File: src/rtl/rob_pkg.sv
// Reorder buffer shared definitions: depth, id width and decoder type codes.
// Imported by the ROB and by the RS, LSB and decoder that exchange ROB ids.
package rob_pkg;

  localparam int ROB_DEPTH = 16;
  localparam int ROB_R     = $clog2(ROB_DEPTH);
  localparam int ROB_A     = ROB_DEPTH - 1;

  typedef enum logic [1:0] {
    T_ALU  = 2'd0,
    T_BR   = 2'd1,
    T_ST   = 2'd2,
    T_JALR = 2'd3
  } dc_type_e;

endpackage

File: src/rtl/rob.sv
// In-order reorder buffer: allocates at tail, collects writebacks,
// retires one entry per cycle from head and flushes on redirect.
module rob
  import rob_pkg::*;
#(
  parameter int  ROB_SIZE = ROB_DEPTH,
  localparam int RW       = $clog2(ROB_SIZE)
) (
  input  logic          clk_in,
  input  logic          rst_in,
  input  logic          rdy_in,
  input  logic          dc_valid,
  input  logic [1:0]    dc_type,
  input  logic [4:0]    dc_rd,
  input  logic          dc_pred_taken,
  input  logic [31:0]   dc_alt_pc,
  output logic          rob_full,
  output logic [RW-1:0] rob_tail,
  input  logic          rs_has_output,
  input  logic [RW-1:0] rs_rob_id,
  input  logic [31:0]   rs_output,
  input  logic [31:0]   jalr_new_pc,
  input  logic          is_lsb,
  input  logic [RW-1:0] lsb_rob_id,
  input  logic [31:0]   lsb_res,
  input  logic [RW-1:0] qry1_id,
  input  logic [RW-1:0] qry2_id,
  output logic          qry1_ready,
  output logic [31:0]   qry1_value,
  output logic          qry2_ready,
  output logic [31:0]   qry2_value,
  output logic          commit_valid,
  output logic [4:0]    commit_rd,
  output logic [31:0]   commit_value,
  output logic [RW-1:0] commit_rob_id,
  output logic          commit_store,
  output logic          rob_clear,
  output logic [31:0]   clear_pc
);

  logic [ROB_SIZE-1:0] r_busy;
  logic [ROB_SIZE-1:0] r_ready;
  dc_type_e            r_type [ROB_SIZE];
  logic [4:0]          r_rd   [ROB_SIZE];
  logic                r_pred [ROB_SIZE];
  logic [31:0]         r_alt  [ROB_SIZE];
  logic [31:0]         r_val  [ROB_SIZE];
  logic [31:0]         r_npc  [ROB_SIZE];
  logic [RW-1:0]       r_head;
  logic [RW-1:0]       r_tail;
  logic [RW:0]         r_count;

  dc_type_e    w_htype;
  logic        w_full;
  logic        w_commit;
  logic        w_clr;
  logic        w_alloc;
  logic [RW:0] w_cnt_nxt;

  assign w_htype  = r_type[r_head];
  assign w_full   = (r_count == (RW+1)'(ROB_SIZE));
  assign rob_full = w_full;
  assign rob_tail = r_tail;

  always_comb begin
    w_commit  = rdy_in & r_busy[r_head] & r_ready[r_head];
    w_clr     = w_commit &
                ((w_htype == T_JALR) |
                 ((w_htype == T_BR) &
                  (r_val[r_head][0] != r_pred[r_head])));
    // A full buffer still accepts an entry when the head retires this edge
    w_alloc   = rdy_in & dc_valid & (~w_full | w_commit) & ~w_clr;
    w_cnt_nxt = r_count;
    if (w_alloc && !w_commit)
      w_cnt_nxt = r_count + (RW+1)'(1);
    else if (!w_alloc && w_commit)
      w_cnt_nxt = r_count - (RW+1)'(1);
  end

  function automatic logic [32:0] lookup(input logic [RW-1:0] id);
    lookup = '0;
    if (r_busy[id]) begin
      if (r_ready[id])
        lookup = {1'b1, r_val[id]};
      else if (rs_has_output && rs_rob_id == id)
        lookup = {1'b1, rs_output};
      else if (is_lsb && lsb_rob_id == id)
        lookup = {1'b1, lsb_res};
    end
  endfunction

  assign {qry1_ready, qry1_value} = lookup(qry1_id);
  assign {qry2_ready, qry2_value} = lookup(qry2_id);

  always_ff @(posedge clk_in or negedge rst_in) begin
    if (!rst_in) begin
      r_busy        <= '0;
      r_ready       <= '0;
      r_head        <= '0;
      r_tail        <= '0;
      r_count       <= '0;
      commit_valid  <= 1'b0;
      commit_rd     <= '0;
      commit_value  <= '0;
      commit_rob_id <= '0;
      commit_store  <= 1'b0;
      rob_clear     <= 1'b0;
      clear_pc      <= '0;
      for (int i = 0; i < ROB_SIZE; i++) begin
        r_type[i] <= T_ALU;
        r_rd[i]   <= '0;
        r_pred[i] <= 1'b0;
        r_alt[i]  <= '0;
        r_val[i]  <= '0;
        r_npc[i]  <= '0;
      end
    end else begin
      commit_valid <= 1'b0;
      rob_clear    <= 1'b0;
      if (w_commit) begin
        commit_valid     <= 1'b1;
        commit_rob_id    <= r_head;
        commit_value     <= r_val[r_head];
        commit_store     <= (w_htype == T_ST);
        commit_rd        <= (w_htype == T_ST || w_htype == T_BR)
                            ? 5'd0 : r_rd[r_head];
        r_busy[r_head]   <= 1'b0;
        r_ready[r_head]  <= 1'b0;
      end
      if (w_clr) begin
        rob_clear <= 1'b1;
        clear_pc  <= (w_htype == T_JALR)
                     ? r_npc[r_head] : r_alt[r_head];
        r_busy    <= '0;
        r_ready   <= '0;
        r_head    <= '0;
        r_tail    <= '0;
        r_count   <= '0;
      end else if (rdy_in) begin
        if (rs_has_output && r_busy[rs_rob_id]) begin
          r_ready[rs_rob_id] <= 1'b1;
          r_val[rs_rob_id]   <= rs_output;
          r_npc[rs_rob_id]   <= jalr_new_pc;
        end
        if (is_lsb && r_busy[lsb_rob_id]) begin
          r_ready[lsb_rob_id] <= 1'b1;
          r_val[lsb_rob_id]   <= lsb_res;
        end
        if (w_commit)
          r_head <= r_head + RW'(1);
        if (w_alloc) begin
          r_busy[r_tail]  <= 1'b1;
          r_ready[r_tail] <= (dc_type_e'(dc_type) == T_ST);
          r_type[r_tail]  <= dc_type_e'(dc_type);
          r_rd[r_tail]    <= dc_rd;
          r_pred[r_tail]  <= dc_pred_taken;
          r_alt[r_tail]   <= dc_alt_pc;
          r_val[r_tail]   <= '0;
          r_npc[r_tail]   <= '0;
          r_tail          <= r_tail + RW'(1);
        end
        r_count <= w_cnt_nxt;
      end
    end
  end

endmodule
File: config.mk
export PLATFORM = sky130hd
export DESIGN_NAME = rob
export DESIGN_NICKNAME = d
export VERILOG_FILES = /design/src/rtl/rob_pkg.sv /design/src/rtl/rob.sv
export SDC_FILE = /design/constraint.sdc
export NUM_CORES = 2
export LEC_CHECK = 0
export BUFFER_PORTS_ARGS = -buffer_cell sky130_fd_sc_hd__buf_4
export CAP_MARGIN = 10
export CORE_MARGIN = 5
export CORE_UTILIZATION = 57
export DETAILED_ROUTE_END_ITERATION = 6
export PLACE_DENSITY = 0.78
export RECOVER_POWER = 50
export SYNTH_ARGS = -nofsm -noshare
export SYNTH_HDL_FRONTEND = slang
export SYNTH_SLANG_ARGS = --single-unit
File: constraint.sdc
create_clock -name clk_in -period 5.1 [get_ports clk_in]
set_input_delay 0.765 -clock clk_in [delete_from_list [all_inputs] [get_ports clk_in]]
set_output_delay 0.765 -clock clk_in [all_outputs]
set_load 0.01 [all_outputs]
; Word-level counts from Yosys, hierarchy flattened
; Index checks and enable logic that the tools add are counted.
[word_totals]
reg_bits = 1785
latchBits = 0
ram_bits = 0
rom_bits = 0
inputBits = 158
out_inout_bits = 147
wordCells = 309
mem_count = 0
[op_classes]
add_sub_neg = 4
multipliers = 0
div = 0
n_lt_le_gt_ge = 19
eq_ne = 10
shifts = 0
muxes = 115
bitwise = 26
n_reduce_logical = 27
[ops]
columns = op, count
row1 = 512-bit 2-to-1 mux, 11
row2 = 512-bit bitwise mux, 4
row3 = 512-bit bitwise AND, 2
row4 = 32-bit binary-select mux with 4-bit select, 5
row5 = 512-bit inverter, 1
row6 = 32-bit 2-to-1 mux, 14
row7 = 32-bit demux with 4-bit select, 3
row8 = 33-bit 2-to-1 mux, 8
row9 = 16-bit 2-to-1 mux, 14
row10 = 80-bit bitwise mux, 1
row11 = 16-bit OR, 3
row12 = 5-bit 2-to-1 mux, 8
row13 = 1-bit binary-select mux with 4-bit select, 9
row14 = 16-bit bitwise AND, 2
row15 = 16-bit bitwise mux, 2
row16 = 32-bit bitwise mux, 1
row17 = 5-bit >= comparator (second input constant), 6
row18 = 4-bit by 5-bit less-than comparator with 1-bit output (second input constant), 6
row19 = 4-bit inverter with 5-bit output, 6
row20 = 4-bit 2-to-1 mux, 6
row21 = 5-bit binary-select mux with 4-bit select, 1
row22 = 1-bit demux with 4-bit select, 5
row23 = 5-bit demux with 4-bit select, 1
row24 = 1-bit 2-to-1 mux, 17
row25 = other kinds (24), 65

; Logic depth before layout (Yosys ltp)
[depth]
ltp_word = 19
ltp_mapped = 18
mapped_depth_nobuf = 11

; Worst setup path after synthesis
; No wires, ideal clock.
[synth_timing]
kind = register to register
start = register r_head[0]
end = register r_alt[227] (netlist bit)
setup_ns = 0.125
arrival_time_ns = 4.741
t_required_ns = 4.975
setup_slack_ns = 0.235
stages_incl_launch_ff = 18
path_buffers = 8
synth_period_minus_slack_ns = 4.865
cell_sequence = dfrtp_1 -> buf_4 -> buf_4 -> clkbuf_1 -> clkbuf_1 -> buf_1 -> mux4_2 -> mux4_2 -> ha_1 -> clkbuf_1 -> inv_2 -> o221ai_4 -> nand2_2 -> inv_2 -> buf_4 -> nor3_2 -> buf_2 -> mux2_2
[synth_via]
elab_chain_len = 11
elab_cells_between_ends = 27
classes_between = eq/ne: 3 / mux: 13 / bitwise: 10 / reduce/logical: 1
[synth_rtl]
columns = element, line
row1 = from (decl), rob.sv:49  ; logic [RW-1:0] r_head;
row2 = from (signal assigned), rob.sv:150  ; r_head <= r_head + RW'(1);
row3 = 4-bit inverter with 5-bit output (not written as such), "rob.sv:60, rob.sv:70"
row4 = 2-bit binary-select mux with 4-bit select (tied with other cells), rob.sv:60  ; assign w_htype = r_type[r_head];
row5 = 2-bit 2-to-1 mux (not written as such) (tied with other cells) (2 in a row), rob.sv:60
row6 = 2-bit by 1-bit equality test with 1-bit output or 1-bit != test (tied branches), "rob.sv:69, rob.sv:70"
row7 = 1-bit bitwise AND, rob.sv:69  ; ((w_htype == T_BR) &
row8 = 1-bit OR, rob.sv:68  ; ((w_htype == T_JALR) |
row9 = 1-bit bitwise AND, rob.sv:67  ; w_clr = w_commit &
row10 = 1-bit inverter (no line), --
row11 = 1-bit bitwise AND, rob.sv:72  ; w_alloc = rdy_in & dc_valid & (~w_full | w_commit) & ~w_clr;
row12 = 3-bit AND reduction (no line) *, --
row13 = "to (signal, indexed assignment)", rob.sv:157  ; r_alt[r_tail] <= dc_alt_pc;
row14 = to (decl), rob.sv:46  ; logic [31:0] r_alt [ROB_SIZE];
; Every way passes the cells marked *; elsewhere a longest branch is shown, timed or not. The select of a mux whose other input is x is not followed.
; A chain may end at the register's enable or synchronous reset.

; Worst setup path after layout
[layout_timing]
start = register r_head[1]
end = register r_val[294] (netlist bit)
[layout_via]
elab_chain_len = 11
elab_cells_between_ends = 28
classes_between = eq/ne: 3 / mux: 14 / bitwise: 10 / reduce/logical: 1
[layout_rtl]
columns = element, line
row1 = 4-bit inverter with 5-bit output (not written as such), "rob.sv:60, rob.sv:70"
row2 = 2-bit binary-select mux with 4-bit select (tied with other cells), rob.sv:60
row3 = 2-bit 2-to-1 mux (not written as such) (tied with other cells) (2 in a row), rob.sv:60
row4 = 2-bit by 1-bit equality test with 1-bit output or 1-bit != test (tied branches), "rob.sv:69, rob.sv:70"
row5 = 1-bit bitwise AND, rob.sv:69
row6 = 1-bit OR, rob.sv:68
row7 = 1-bit bitwise AND, rob.sv:67
row8 = 1-bit inverter (no line), --
row9 = 1-bit bitwise AND, rob.sv:72
row10 = 512-bit 2-to-1 mux, rob.sv:151  ; if (w_alloc) begin
row11 = "to (signal, indexed assignment)", rob.sv:142  ; r_val[rs_rob_id] <= rs_output;
row12 = "to (signal, indexed assignment)", rob.sv:147  ; r_val[lsb_rob_id] <= lsb_res;
row13 = to (decl), rob.sv:47  ; logic [31:0] r_val [ROB_SIZE];
; Several ways; a longest one is shown, not always the timed one. The select of a mux whose other input is x is not followed.

==> run summary <==
Outcome -> finished, violations left
Failing checks -> design-rule violations, max-capacitance violations, max-slew violations
Critical path cell sequence -> mux2_1 > o311ai_0 > nor3_1 > a211oi_4 > inv_6 > buf_4 > a211o_2 > a22oi_1 > nor2_1
P_sw -> 20600 uW
Number of buffers created by CTS -> 186
Crit path largest cell delay -> 0.85 ns
Gate power share -> 0.362
Post-Place Worst Slack -> 0.583 ns
# port buffers -> 304
Vias in the first global route -> 77049
Max Cap Viol -> 1
Crit-path leading delay family -> compound AO/OA/AOI/OAI gates
Yosys top cell area share -> 0.459
Final worst path period share -> 0.919
PwrDens -> 548 mW/mm2
Mean post-synth cell area -> 12.4 um2
Worst-case clock buffer depth -> 3
Die area -> 0.179 mm2
Maximum vdd drop -> 0.614 mV
Initial antenna violation count -> 30
Top cells by area, synth -> dfrtp_1 46%, mux4_2 20%, mux2_2 6.9%, mux2i_1 5.4%, a211oi_1 3.7%
DRT iter0 DRCs -> 11173
Vias -> 74510
Worst hold path type -> input port to flop
Clk pwr share -> 0.245
Htree depth -> 4
Buf/Inv on CP -> 2
Final Routed Wirelength -> 334 mm
Setup crit start kind -> flop
Vias per cell -> 7.41
CP Class -> flop to flop
Setup_tns -> 0 ns
Leakage -> 0.0453 uW
RSZ-0062 raised after global routing -> no
Reg clk slew, reported paths -> 0.07 ns
Core area -> 0.169 mm2
Final Hold Viols -> 0
Worst path arrival time -> 5.39 ns
Top cells by count, synth -> 1785 x dfrtp_1, 863 x mux4_2, 813 x nor2_1
GRT Util Overall -> 0.370
Slew Limit Fails -> 104
Clock Skews -> 0.0860 ns
Achievable Freq -> 213 MHz
Met2 Track Usage GR -> 0.558
Row count -> 151
Largest net degree at the start of global routing -> 169
Drc violations -> 3
Endpoints failing setup -> 0
GR peak layer -> met2
Sequential area share after synthesis -> 0.459
Cell internal pwr -> 38500 uW
DRT Pass-1 Iters -> 7
IO Pins -> 305
Post-synthesis instance area -> 0.0973 mm2
Antenna Nets Post-Route -> 0
HPWL Detailed -> 191 mm
Fillers -> 12060
Worst Tran Pin Value -> 3.92 ns
Critical Path RT -> 5.80 ns
Die H -> 423 um
Synthesized instance count -> 7860
Synth warnings -> 0
CP Max Fanout -> 44
Met3 usage -> 0.119
Layout net count -> 7835
Skew-Pair Late Insertion Delay -> 0.90 ns
CTS tree -> built
#FFs+latches synth -> 1785
Die X -> 423 um
Slowest stage cell, crit path -> dfrtp_4
Gpl congestion -> 0.942
Netlist cell types -> 75
Sw frac -> 0.348
Remaining Overflow, GRT -> 0
Seq pwr share -> 0.393
Fraction of layout cells with a size suffix above 1 -> 0.297
Ys async rst share -> 1.00
Initial core utilization -> 0.574
Slew headroom -> -1.61
First-pass GRT wire length -> 498 mm
Main synth FF type -> dfrtp_1
Tmin final -> 4.69 ns
Syn nets -> 8033
Clock Root Buffer -> clkbuf_16
Worst Slack Setup Final -> 0.412 ns
Cell with the most instances after synthesis -> dfrtp_1
Post-CTS sizing -> 0
CP Capture Type -> flop
Largest area contributor in the netlist -> dfrtp_1
Clock Sink Count -> 1785
Met1 usage -> 0.460
EDFF count, synth -> 0
Area grow syn2layout -> 10.9%
DR WL/cell -> 33.2 um
[layer usage]
layer,vias to the layer above,wire length [um],share of wire
met1,37666,112000,0.34
met3,1667,43600,0.13
li1,29006,-,-
met5,-,85,0.00025
met4,12,27200,0.082
met2,6159,150000,0.45
[worst register-to-register path, cell delays in order, from the launching register on]
cell and delay (ns):
dfrtp_4 0.85, mux2_1 0.40, o311ai_0 0.38, nor3_1 0.17
a211oi_4 0.62, inv_6 0.35, buf_4 0.38, a211o_2 0.85
a22oi_1 0.41, nor2_1 0.07
[stage by stage]
stage          hold slack, ns  power (uW)  instance area [um2]  cells  utilization
2_1_floorplan           0.452       37300                97300   7860            -
3_3_place_gp            0.455       43100               102000   9691        0.599
3_5_place_dp            0.457       44200               102000   9691        0.599
4_1_cts                 0.149       58700               108000  10038        0.638
5_1_grt                 0.176       61400               108000  10054        0.636
6_report                0.194       59100               108000  10058        0.637
[final cells by class]
type / instances / area (um2) / area share
diodes: 20 / 50.0 / 0.000464
clock buffers: 268 / 5410 / 0.0502
clock inverters: 78 / 1180 / 0.0109
inverters: 24 / 97.6 / 0.000905
well taps: 2218 / 2780 / 0.0257
flip-flops and latches: 1785 / 44700 / 0.414
repair buffers: 532 / 4560 / 0.0423
multi-input cells: 5133 / 49100 / 0.455
[power by group through the flow]
stage	registers [uW]	logic, uW	clock network, uW
after floorplan	21600	15700	0
after global placement	22600	20400	0
after detailed placement	23100	21100	0
after CTS	23000	21200	14500
after global routing	23700	22600	15100
final	23200	21400	14500
[cell usage in the layout, fill, tap and decap left out, types with 8 or more instances in the layout]
cell,instances
clkinv_16,14
ha_1,13
o22ai_1,163
a21oi_1,281
xor2_1,13
a31oi_1,42
o2bb2ai_1,33
o21ai_4,8
buf_4,371
bufinv_16,15
nor2_4,11
diode_2,20
o21ai_0,30
buf_12,67
nor2b_1,8
nand3_1,46
a22oi_1,97
clkbuf_16,186
clkinvlp_4,11
mux2i_1,528
nor2_1,804
clkbuf_1,115
nor3_1,11
mux4_2,863
clkbuf_8,45
mux2_2,599
a22o_1,130
nand2_1,747
dfrtp_1,1781
a211oi_1,482
clkinv_2,32
mux2_1,48
and3_1,13
inv_1,20
xnor2_1,10
a21oi_4,11
a21o_1,14
[sequential cells by signal (all words and copies together), names as in the netlist]
register       count
r_alt            512
r_npc            512
r_val            512
r_rd              80
clear_pc          32
commit_value      32
r_type            32
r_busy            16
r_pred            16
r_ready           16
commit_rd          5
r_count            5
commit_rob_id      4
r_head             4
rob_tail           4
commit_store       1
commit_valid       1
rob_clear          1
[cell families (layout without fill, tap and decap cells)]
family / Yosys count / in the layout / share of synthesized area
adder cells (fa/ha/maj): 15 / 15 / 0.00201
XOR/XNOR: 23 / 23 / 0.00207
flip-flops: 1785 / 1785 / 0.459
AO/OA/AOI/OAI: 1354 / 1354 / 0.0979
multiplexers: 2039 / 2039 / 0.329
other: 0 / 20 / 0
AND/OR/NAND/NOR: 1702 / 1702 / 0.0688
buffers and inverters: 942 / 902 / 0.0409
[path summary, 6_finish.rpt]
path,slack [ns],startpoint,to,cells after the start
worst max register to register,0.41,r_head[1]$_DFFE_PN0P_,r_val[294]$_DFFE_PN0P_,9
max in group asynchronous,0.64,rst_in,r_type[23]$_DFFE_PN0P_,3
min in group asynchronous,1.73,rst_in,r_val[249]$_DFFE_PN0P_,2
worst max-delay path,0.41,r_head[1]$_DFFE_PN0P_,r_val[294]$_DFFE_PN0P_,9
worst min register to register,0.46,commit_rob_id[2]$_DFFE_PN0N_,commit_rob_id[2]$_DFFE_PN0N_,2
worst min-delay path,0.19,dc_valid,r_count[4]$_DFFE_PN0P_,3
[timing repair]
item	4_1_cts	5_1_grt
hold buffers	1	0
hold endpoints to repair	85	0
buffers inserted	0	0
(Power assumes the default switching activity.)
